--- src/rtl/mac_seq_pkg.sv ---
// Shared types and default widths for the MAC sequencing controller.
// Consumed by mac_seq_ctrl and its bus interface.
package mac_seq_pkg;

    localparam int BW      = 4;
    localparam int PSUM_BW = 16;
    localparam int LEN_BW  = 8;
    localparam int LANES   = 4;

    typedef enum logic [1:0] {
        ST_IDLE,
        ST_RUN,
        ST_DRAIN,
        ST_DONE
    } state_t;

endpackage

--- src/rtl/mac_seq_ctrl_if.sv ---
// Bus bundle between operand fetch, the MAC datapath and the result consumer.
// The controller takes the slave side; the surrounding logic takes the master side.
interface mac_seq_ctrl_if;
    import mac_seq_pkg::*;

    logic                     start;
    logic [LEN_BW-1:0]        len;
    logic                     busy;
    logic                     in_valid;
    logic                     in_ready;
    logic [LANES*BW-1:0]      in_x;
    logic [LANES*BW-1:0]      in_w;
    logic [LANES*BW-1:0]      mac_x;
    logic [LANES*BW-1:0]      mac_w;
    logic [PSUM_BW-1:0]       mac_psum;
    logic [PSUM_BW-1:0]       mac_out;
    logic                     out_valid;
    logic                     out_ready;
    logic [PSUM_BW-1:0]       out_data;

    modport master (
        output start, len, in_valid, in_x, in_w, mac_out, out_ready,
        input  busy, in_ready, mac_x, mac_w, mac_psum, out_valid, out_data
    );

    modport slave (
        input  start, len, in_valid, in_x, in_w, mac_out, out_ready,
        output busy, in_ready, mac_x, mac_w, mac_psum, out_valid, out_data
    );

endinterface

--- src/rtl/mac_seq_ctrl.sv ---
// Sequences chunked dot products through the external 4-lane MAC datapath.
// Optional MAC_SEQ_BIAS_EN adds a bias port that seeds the accumulator.
//
// state    | meaning
// ST_IDLE  | waiting for start; len/bias sampled here
// ST_RUN   | accepting chunks, one per cycle on handshake
// ST_DRAIN | last chunk on the datapath, final capture into acc
// ST_DONE  | result held on out_data until out_ready
module mac_seq_ctrl
    import mac_seq_pkg::*;
(
    input  logic                clk,
    input  logic                reset,
`ifdef MAC_SEQ_BIAS_EN
    input  logic [PSUM_BW-1:0]  bias,
`endif
    mac_seq_ctrl_if.slave       bus
);

    state_t               state;
    logic [LEN_BW-1:0]    remaining;
    logic                 stage_valid;
    logic [PSUM_BW-1:0]   acc;
    logic [PSUM_BW-1:0]   acc_init;
    logic [LANES*BW-1:0]  mac_x;
    logic [LANES*BW-1:0]  mac_w;
    logic                 busy;
    logic                 in_ready;
    logic                 out_valid;
    logic                 handshake;

`ifdef MAC_SEQ_BIAS_EN
    assign acc_init = bias;
`else
    assign acc_init = '0;
`endif

    // in_ready is registered and only high in ST_RUN, so it doubles as the state qualifier
    assign handshake = in_ready & bus.in_valid;

    always_ff @(posedge clk) begin
        if (reset) begin
            state       <= ST_IDLE;
            remaining   <= '0;
            stage_valid <= 1'b0;
            acc         <= '0;
            mac_x       <= '0;
            mac_w       <= '0;
            busy        <= 1'b0;
            in_ready    <= 1'b0;
            out_valid   <= 1'b0;
        end else begin
            if (stage_valid) begin
                acc <= bus.mac_out;
            end
            case (state)
                ST_IDLE: begin
                    if (bus.start) begin
                        remaining <= bus.len;
                        acc       <= acc_init;
                        busy      <= 1'b1;
                        if (bus.len != '0) begin
                            state    <= ST_RUN;
                            in_ready <= 1'b1;
                        end else begin
                            state     <= ST_DONE;
                            out_valid <= 1'b1;
                        end
                    end
                end
                ST_RUN: begin
                    if (handshake) begin
                        mac_x       <= bus.in_x;
                        mac_w       <= bus.in_w;
                        stage_valid <= 1'b1;
                        remaining   <= remaining - 1'b1;
                        if (remaining == LEN_BW'(1)) begin
                            state    <= ST_DRAIN;
                            in_ready <= 1'b0;
                        end
                    end else begin
                        stage_valid <= 1'b0;
                    end
                end
                ST_DRAIN: begin
                    stage_valid <= 1'b0;
                    state       <= ST_DONE;
                    out_valid   <= 1'b1;
                end
                ST_DONE: begin
                    if (bus.out_ready) begin
                        state     <= ST_IDLE;
                        busy      <= 1'b0;
                        out_valid <= 1'b0;
                    end
                end
                default: begin
                    state <= ST_IDLE;
                end
            endcase
        end
    end

    assign bus.busy      = busy;
    assign bus.in_ready  = in_ready;
    assign bus.out_valid = out_valid;
    assign bus.out_data  = out_valid ? acc : '0;
    assign bus.mac_x     = mac_x;
    assign bus.mac_w     = mac_w;
    assign bus.mac_psum  = acc;

endmodule

--- src/flat_wrapper.sv ---
// flat-port wrapper written by rule: the top's interface ports become plain ports
module mac_seq_ctrl_flat import mac_seq_pkg::*;
  (clk, reset, bus_start, bus_len, bus_in_valid, bus_in_x, bus_in_w, bus_mac_out, bus_out_ready, bus_busy, bus_in_ready, bus_mac_x, bus_mac_w, bus_mac_psum, bus_out_valid, bus_out_data);
  mac_seq_ctrl_if bus_i ();
  input  logic clk;
  input  logic reset;
  input wire logic [$bits(bus_i.start)-1:0] bus_start;
  input wire logic [$bits(bus_i.len)-1:0] bus_len;
  input wire logic [$bits(bus_i.in_valid)-1:0] bus_in_valid;
  input wire logic [$bits(bus_i.in_x)-1:0] bus_in_x;
  input wire logic [$bits(bus_i.in_w)-1:0] bus_in_w;
  input wire logic [$bits(bus_i.mac_out)-1:0] bus_mac_out;
  input wire logic [$bits(bus_i.out_ready)-1:0] bus_out_ready;
  output wire logic [$bits(bus_i.busy)-1:0] bus_busy;
  output wire logic [$bits(bus_i.in_ready)-1:0] bus_in_ready;
  output wire logic [$bits(bus_i.mac_x)-1:0] bus_mac_x;
  output wire logic [$bits(bus_i.mac_w)-1:0] bus_mac_w;
  output wire logic [$bits(bus_i.mac_psum)-1:0] bus_mac_psum;
  output wire logic [$bits(bus_i.out_valid)-1:0] bus_out_valid;
  output wire logic [$bits(bus_i.out_data)-1:0] bus_out_data;
  assign bus_i.start = bus_start;
  assign bus_i.len = bus_len;
  assign bus_i.in_valid = bus_in_valid;
  assign bus_i.in_x = bus_in_x;
  assign bus_i.in_w = bus_in_w;
  assign bus_i.mac_out = bus_mac_out;
  assign bus_i.out_ready = bus_out_ready;
  assign bus_busy = bus_i.busy;
  assign bus_in_ready = bus_i.in_ready;
  assign bus_mac_x = bus_i.mac_x;
  assign bus_mac_w = bus_i.mac_w;
  assign bus_mac_psum = bus_i.mac_psum;
  assign bus_out_valid = bus_i.out_valid;
  assign bus_out_data = bus_i.out_data;
  mac_seq_ctrl u_core (.clk(clk), .reset(reset), .bus(bus_i));
endmodule
--- config.mk ---
export PLATFORM = sky130hd
export DESIGN_NAME = mac_seq_ctrl_flat
export DESIGN_NICKNAME = d
export VERILOG_FILES = /design/src/rtl/mac_seq_pkg.sv /design/src/rtl/mac_seq_ctrl_if.sv /design/src/rtl/mac_seq_ctrl.sv /design/src/flat_wrapper.sv
export SDC_FILE = /design/constraint.sdc
export NUM_CORES = 1
export LEC_CHECK = 0
export CAP_MARGIN = 5
export CELL_PAD_IN_SITES_DETAIL_PLACEMENT = 0
export CELL_PAD_IN_SITES_GLOBAL_PLACEMENT = 2
export CORE_MARGIN = 3
export CORE_UTILIZATION = 22
export CTS_BUF_LIST = sky130_fd_sc_hd__clkbuf_4 sky130_fd_sc_hd__clkbuf_8 sky130_fd_sc_hd__clkbuf_16
export CTS_CLUSTER_DIAMETER = 60
export DETAILED_ROUTE_END_ITERATION = 6
export GPL_TIMING_DRIVEN = 0
export PLACE_DENSITY_LB_ADDON = 0.1
export SLEW_MARGIN = 25
export SYNTH_ARGS = -nofsm -noshare
export SYNTH_HDL_FRONTEND = slang
export SYNTH_SLANG_ARGS = --single-unit
--- constraint.sdc ---
create_clock -name clk -period 3.1 [get_ports clk]
set_clock_uncertainty 0.2 [all_clocks]
set_input_delay 0.93 -clock clk [delete_from_list [all_inputs] [get_ports clk]]
set_output_delay 0.93 -clock clk [all_outputs]
set_load 0.05 [all_outputs]
==> flow_metrics.py, run 1 <==
metrics = {
    "power_and_ir_drop": {
        "power.internal_mw": 2.08,
        "power.density_mw_per_mm2": 726,
        "p_switching_mw": 1.13,
        "ir_worst_vdd_mv": 0.287,
        "leakagePower_nw": 1.56,
        "switching_share_pct": 35.1,
        "p_comb_share_pct": 34.0,
        "pwr-share-clk_pct": 34.5,
        "power_frac_seq_pct": 31.5,
    },
    "logic_synthesis": {
        "synth_commonest_cells": "76 x nand2_1, 62 x dfxtp_1, 44 x a21oi_1",
        "synth_most_common_cell": "nand2_1",
        "ys_async_sr_fraction_pct": 0,
        "synthCells": 328,
        "synth_area_leaders": "dfxtp_1 46%, nand2_1 11%, a21oi_1 8.2%",
        "synth_cell_type_count": 40,
        "ys_ff_latch": 62,
        "avgSynthCellArea_um2": 8.21,
        "synth_top_area_cell": "dfxtp_1",
        "yosysWarnings": 0,
        "seq_area_frac_synth_pct": 46.1,
        "synth-edff-count": 0,
        "synth_top_flop_cell": "dfxtp_1",
        "synth_top_area_share_pct": 46.1,
        "synth_fp_nets": 396,
        "syn_area_mm2": 0.00269,
    },
    "grt": {
        "track_usage_pct": 13.3,
        "grt_pass1_wl_um": 14200,
        "grt_pass1_vias": 2762,
        "antenna_found_initial": 0,
        "gr-total-overflow": 0,
        "grt_max_degree": 11,
    },
    "min_path": {
        "hold_class": "reg2reg",
    },
    "outcome": {
        "status": "finished, final reports clean",
    },
    "place": {
        "finalWeightedCongestion": 0.723,
        "port_buffers": 127,
        "dp_hpwl_um": 6460,
        "placed_area_mm2": 0.00414,
    },
    "timing": {
        "timing.fmax_mhz": 342,
        "post-route-period-util_pct": 94.4,
        "rsz0062_at_grt": "false",
        "hold_violations": 0,
        "setup_tns_ps": 0,
        "holdWs_ps": 251,
        "maxSlewViolCount": 0,
        "worst_pin_slew_ps": 705,
        "period_minus_slack_ps": 2930,
        "setup_violations": 0,
        "slew_headroom_pct": 52.7,
    },
    "floorplanning": {
        "initial_core_util_pct": 23.1,
        "rows": 39,
        "fp.dieW_um": 117,
        "core_mm2": 0.0117,
        "die_h_um": 117,
        "io_pins": 128,
        "dieArea_mm2": 0.0136,
    },
    "clock_network": {
        "clock_sinks": 62,
        "clock_latency_ps": 320,
        "clock_path_buffers": 2,
        "cts_root_buf": "clkbuf_16",
        "path_clk_slew_ps": 60,
        "cts_made_buffers": 9,
        "cts_post_setup_buffers_inserted": 0,
        "cts-htree-levels": 3,
        "cts_tree": "yes",
    },
    "setup_path": {
        "end_kind": "primary output",
        "critPathMaxFanout": 9,
        "critPathKind": "reg2out",
        "cp-start-kind": "register",
        "required_ps": 1970,
        "critPathArrivalTime_ps": 1800,
    },
    "final_layout": {
        "final_area_mm2": 0.00442,
        "final_nets": 534,
        "antennaDiodeCount": 0,
        "syn_to_final_growth_pct": 64.2,
        "drive_gt1_share_pct": 7.45,
    },
    "run": {
        "cap_violations": 0,
    },
    "routing": {
        "drtPass1Iterations": 4,
        "drtIter0Drc": 101,
        "avgRoutedWirePerCell_um": 14.4,
        "via_per_inst": 4.39,
        "drc": 0,
        "routed_wl_um": 8810,
        "via_count": 2690,
        "ant_nets": 0,
    },
}
-- power groups by stage --
stage	sequential [mW]	combinational, mW	clock (mW)
global placement	1.03	1.10	0
floorplan	1.15	0.602	0
finish	1.01	1.09	1.11
CTS	1.01	1.10	1.14
detailed placement	1.03	1.09	0
global route	1.04	1.20	1.18
-- stage by stage --
step / setup WS [ps] / utilization (%) / std cells / power, mW
5_1_grt: 74.5 / 37.9 / 613 / 3.42
3_5_place_dp: -288 / 35.5 / 598 / 2.12
3_3_place_gp: -297 / 35.5 / 598 / 2.13
2_1_floorplan: 594 / - / 328 / 1.75
6_report: 174 / 37.9 / 613 / 3.21
4_1_cts: 19.3 / 38.2 / 613 / 3.25
-- layer usage --
| layer | wire length [um] | GRT usage [%] |
|---|---|---|
| met1 | 4170 | 17.9 |
| met2 | 3930 | 20.9 |
| met3 | 609 | 3.83 |
| met4 | 99 | 3.90 |
| met5 | 0 | 0 |
-- state kept, by name, summed over array words and instances (netlist names) --
register and flops:
u_core.bus.mac_psum 16, u_core.remaining 8, u_core.stage_valid 1, u_core.bus.in_ready 1, u_core.bus.busy 1, u_core.bus.out_valid 1
u_core.bus.mac_w 16, u_core.state 2, u_core.bus.mac_x 16
-- area by class of cell --
type	count	area, um2
fill	1243	7240
multi-input combinational	242	1370
sequential	62	1240
timing repair buffer	127	1220
clock buffer	11	253
tap	143	179
clock inverter	4	70.1
buffer	18	68.8
inverter	6	22.5
-- worst max-delay path, cell delays in order (launching register included) --
cell             delay [ps]
dfxtp_1                 490
and2_1                  190
clkdlybuf4s50_1         800
-- logic make-up after synthesis --
kind of cell / count (synthesis) / synth area share (%)
buf+inv: 24 / 3.39
simple gates: 149 / 25.4
mux: 19 / 7.16
compound gates: 67 / 14.6
flops: 62 / 46.1
fa+ha+maj: 7 / 3.25
-- repair_timing --
action,4_1_cts,5_1_grt
hold buffers,0,0
endpoints found under the setup margin,10,11
pin swaps,0,0
resized for setup,10,21
-- final timing paths --
kind / start / to / slack (ps) / depth (start not counted)
setup / recovery: u_core.bus.out_valid$_SDFFE_PP0P_ / bus_out_data[1] / 170 / 2
hold / removal: u_core.bus.mac_w[4]$_SDFFE_PP0P_ / u_core.bus.mac_w[4]$_SDFFE_PP0P_ / 250 / 2
setup reg to reg: u_core.state[1]$_SDFFE_PP0P_ / u_core.remaining[2]$_SDFFE_PP0P_ / 730 / 7
hold reg to reg: u_core.bus.mac_w[4]$_SDFFE_PP0P_ / u_core.bus.mac_w[4]$_SDFFE_PP0P_ / 250 / 2
-- cells in the final DEF (no fill, tap or decap), types with 5 or more instances in the layout --
cell / netlist / final
a21oi_1: 44 / 44
and2_1: 16 / 16
clkbuf_1: 16 / 16
clkbuf_16: 0 / 9
clkbuf_2: 0 / 10
clkdlybuf4s50_1: 0 / 117
dfxtp_1: 62 / 62
ha_1: 7 / 7
inv_1: 6 / 6
mux2i_1: 17 / 17
nand2_1: 76 / 76
nand2b_1: 5 / 5
nor2_1: 28 / 28
nor2b_1: 5 / 5
Note: power is estimated with default switching activity, not from simulation.
==> run 2: changes to the inputs <==
--- a/config.mk
+++ b/config.mk
@@ -5,6 +5,7 @@
 export SDC_FILE = /design/constraint.sdc
 export NUM_CORES = 1
 export LEC_CHECK = 0
+export ABC_CLOCK_PERIOD_IN_PS = 3100
 export CAP_MARGIN = 5
 export CELL_PAD_IN_SITES_DETAIL_PLACEMENT = 0
 export CELL_PAD_IN_SITES_GLOBAL_PLACEMENT = 2
@@ -15,6 +16,7 @@
 export DETAILED_ROUTE_END_ITERATION = 6
 export GPL_TIMING_DRIVEN = 0
 export PLACE_DENSITY_LB_ADDON = 0.1
+export SKIP_CTS_REPAIR_TIMING = 1
 export SLEW_MARGIN = 25
 export SYNTH_ARGS = -nofsm -noshare
 export SYNTH_HDL_FRONTEND = slang
==> run 2 against run 1 <==
Net effect: wire length increased by 0.19%; total power hardly changed; largest cell class unchanged; final cell count did not move; global-route usage hardly changed; largest power group unchanged; maximum frequency about the same; flip-flop and latch count unchanged; final area is 1.7% higher.
==> flow_metrics.py, run 2 (same netlist as run 1, synthesis figures left out) <==
metrics = {
    "timing": {
        "maxSlewViolCount": 0,
        "post-route-period-util_pct": 94.4,
        "period_minus_slack_ps": 2930,
        "worst_slack_ps": 174,
        "worst_pin_slew_ps": 705,
        "hold_violations": 0,
        "rsz0062_at_grt": "false",
        "timing.fmax_mhz": 342,
        "setup_violations": 0,
        "slew_headroom_pct": 52.7,
    },
    "clock_network": {
        "cts_tree": "yes",
        "path_clk_slew_ps": 60,
        "cts_made_buffers": 9,
        "clock_path_buffers": 2,
        "cts_root_buf": "clkbuf_16",
        "clock_sinks": 62,
        "cts-htree-levels": 3,
        "clock_latency_ps": 320,
    },
    "grt": {
        "grt_max_degree": 11,
        "antenna_found_initial": 0,
        "grt_pass1_vias": 2756,
        "grt_pass1_wl_um": 14100,
        "gr-total-overflow": 0,
        "track_usage_pct": 13.3,
    },
    "setup_path": {
        "critPathMaxFanout": 9,
        "slowest_delay_ps": 800,
        "path_cells": "and2_1 > clkdlybuf4s50_1",
        "critPathSlowestCell": "clkdlybuf4s50_1",
        "end_kind": "primary output",
        "critPathArrivalTime_ps": 1800,
        "critPathKind": "reg2out",
        "cp-start-kind": "register",
        "required_ps": 1970,
        "critPathBufInv": 1,
        "cp_top_family": "buffers and inverters",
    },
    "final_layout": {
        "final_area_mm2": 0.00450,
        "final_nets": 534,
        "nFillCells": 1241,
        "final_cells": 613,
        "mostFrequentLayoutCells": "117 x clkdlybuf4s50_1, 76 x nand2_1, 62 x dfxtp_1",
        "drive_gt1_share_pct": 5.32,
        "multi_input_area_mm2": 0.00137,
        "mostFrequentLayoutCell": "clkdlybuf4s50_1",
        "antennaDiodeCount": 0,
        "seqCellArea_mm2": 0.00124,
        "syn_to_final_growth_pct": 67.0,
    },
    "power_and_ir_drop": {
        "ir_worst_vdd_mv": 0.287,
        "leakagePower_nw": 1.73,
        "power.density_mw_per_mm2": 714,
    },
    "floorplanning": {
        "die_h_um": 117,
        "dieArea_mm2": 0.0136,
        "fp.dieW_um": 117,
        "core_mm2": 0.0117,
        "io_pins": 128,
        "rows": 39,
        "initial_core_util_pct": 23.1,
    },
    "routing": {
        "drtPass1Iterations": 4,
        "via_count": 2693,
        "ant_nets": 0,
        "drtIter0Drc": 103,
        "routed_wl_um": 8830,
        "drc": 0,
        "avgRoutedWirePerCell_um": 14.4,
        "via_per_inst": 4.39,
    },
    "place": {
        "numPlacedInstances": 598,
        "dp_slack_ps": -288,
        "dp_hpwl_um": 6460,
        "placed_area_mm2": 0.00414,
        "port_buffers": 127,
        "finalWeightedCongestion": 0.723,
    },
    "min_path": {
        "hold_class": "reg2reg",
    },
    "outcome": {
        "status": "finished, final reports clean",
    },
    "run": {
        "cap_violations": 0,
    },
}
run 2: cell count changes in the layout (fill, tap and decap cells not counted), sizes merged:
cell,previous run,this run
clkbuf,37,27
dlymetal6s2s,0,10
run 2: where the power goes:
| group | internal [mW] | switching (mW) | total, mW |
|---|---|---|---|
| clock | 0.740 | 0.366 | 1.11 |
| combinational | 0.443 | 0.649 | 1.09 |
| sequential | 0.901 | 0.111 | 1.01 |
run 2: layout make-up:
cell class,count,area share (%)
multi-input combinational,242,30.4
timing repair buffer,127,28.8
sequential,62,27.6
clock buffer,11,5.62
tap,143,3.98
clock inverter,4,1.56
buffer,18,1.53
inverter,6,0.501
run 2: path summary, 6_finish.rpt:
kind,startpoint,to,slack (ps),cells past startpoint
hold / removal,u_core.bus.mac_w[4]$_SDFFE_PP0P_,u_core.bus.mac_w[4]$_SDFFE_PP0P_,250,2
setup / recovery,u_core.bus.out_valid$_SDFFE_PP0P_,bus_out_data[1],170,2
hold reg to reg,u_core.bus.mac_w[4]$_SDFFE_PP0P_,u_core.bus.mac_w[4]$_SDFFE_PP0P_,250,2
setup reg to reg,u_core.state[1]$_SDFFE_PP0P_,u_core.remaining[2]$_SDFFE_PP0P_,730,7
run 2: per-layer routing:
layer  vias up  share of wire (%)  GRT usage [%]
li1       1385                  -              -
met1      1211                 47           17.9
met2        89                 45           20.8
met3         8                7.0           3.83
met4         0                1.1           3.90
met5         -                  0              0
run 2: per-stage QoR:
| step | hold slack, ps | util (%) | TNS [ps] | power, mW |
|---|---|---|---|---|
| 3_3_place_gp | 242 | 35.5 | -297 | 2.13 |
| 4_1_cts | 255 | 38.3 | -2530 | 3.25 |
| 3_5_place_dp | 248 | 35.5 | -288 | 2.12 |
| 6_report | 251 | 38.5 | 0 | 3.21 |
| 2_1_floorplan | 266 | - | 0 | 1.75 |
| 5_1_grt | 268 | 38.5 | 0 | 3.42 |
run 2: worst register-to-register path, delay by kind of cell, from the launching register on:
family	cells	cell delay, ps
adder cells (fa/ha/maj)	1	280
flip-flops	1	360
buffers and inverters	2	280
AO/OA/AOI/OAI	3	980
AND/OR/NAND/NOR	1	200
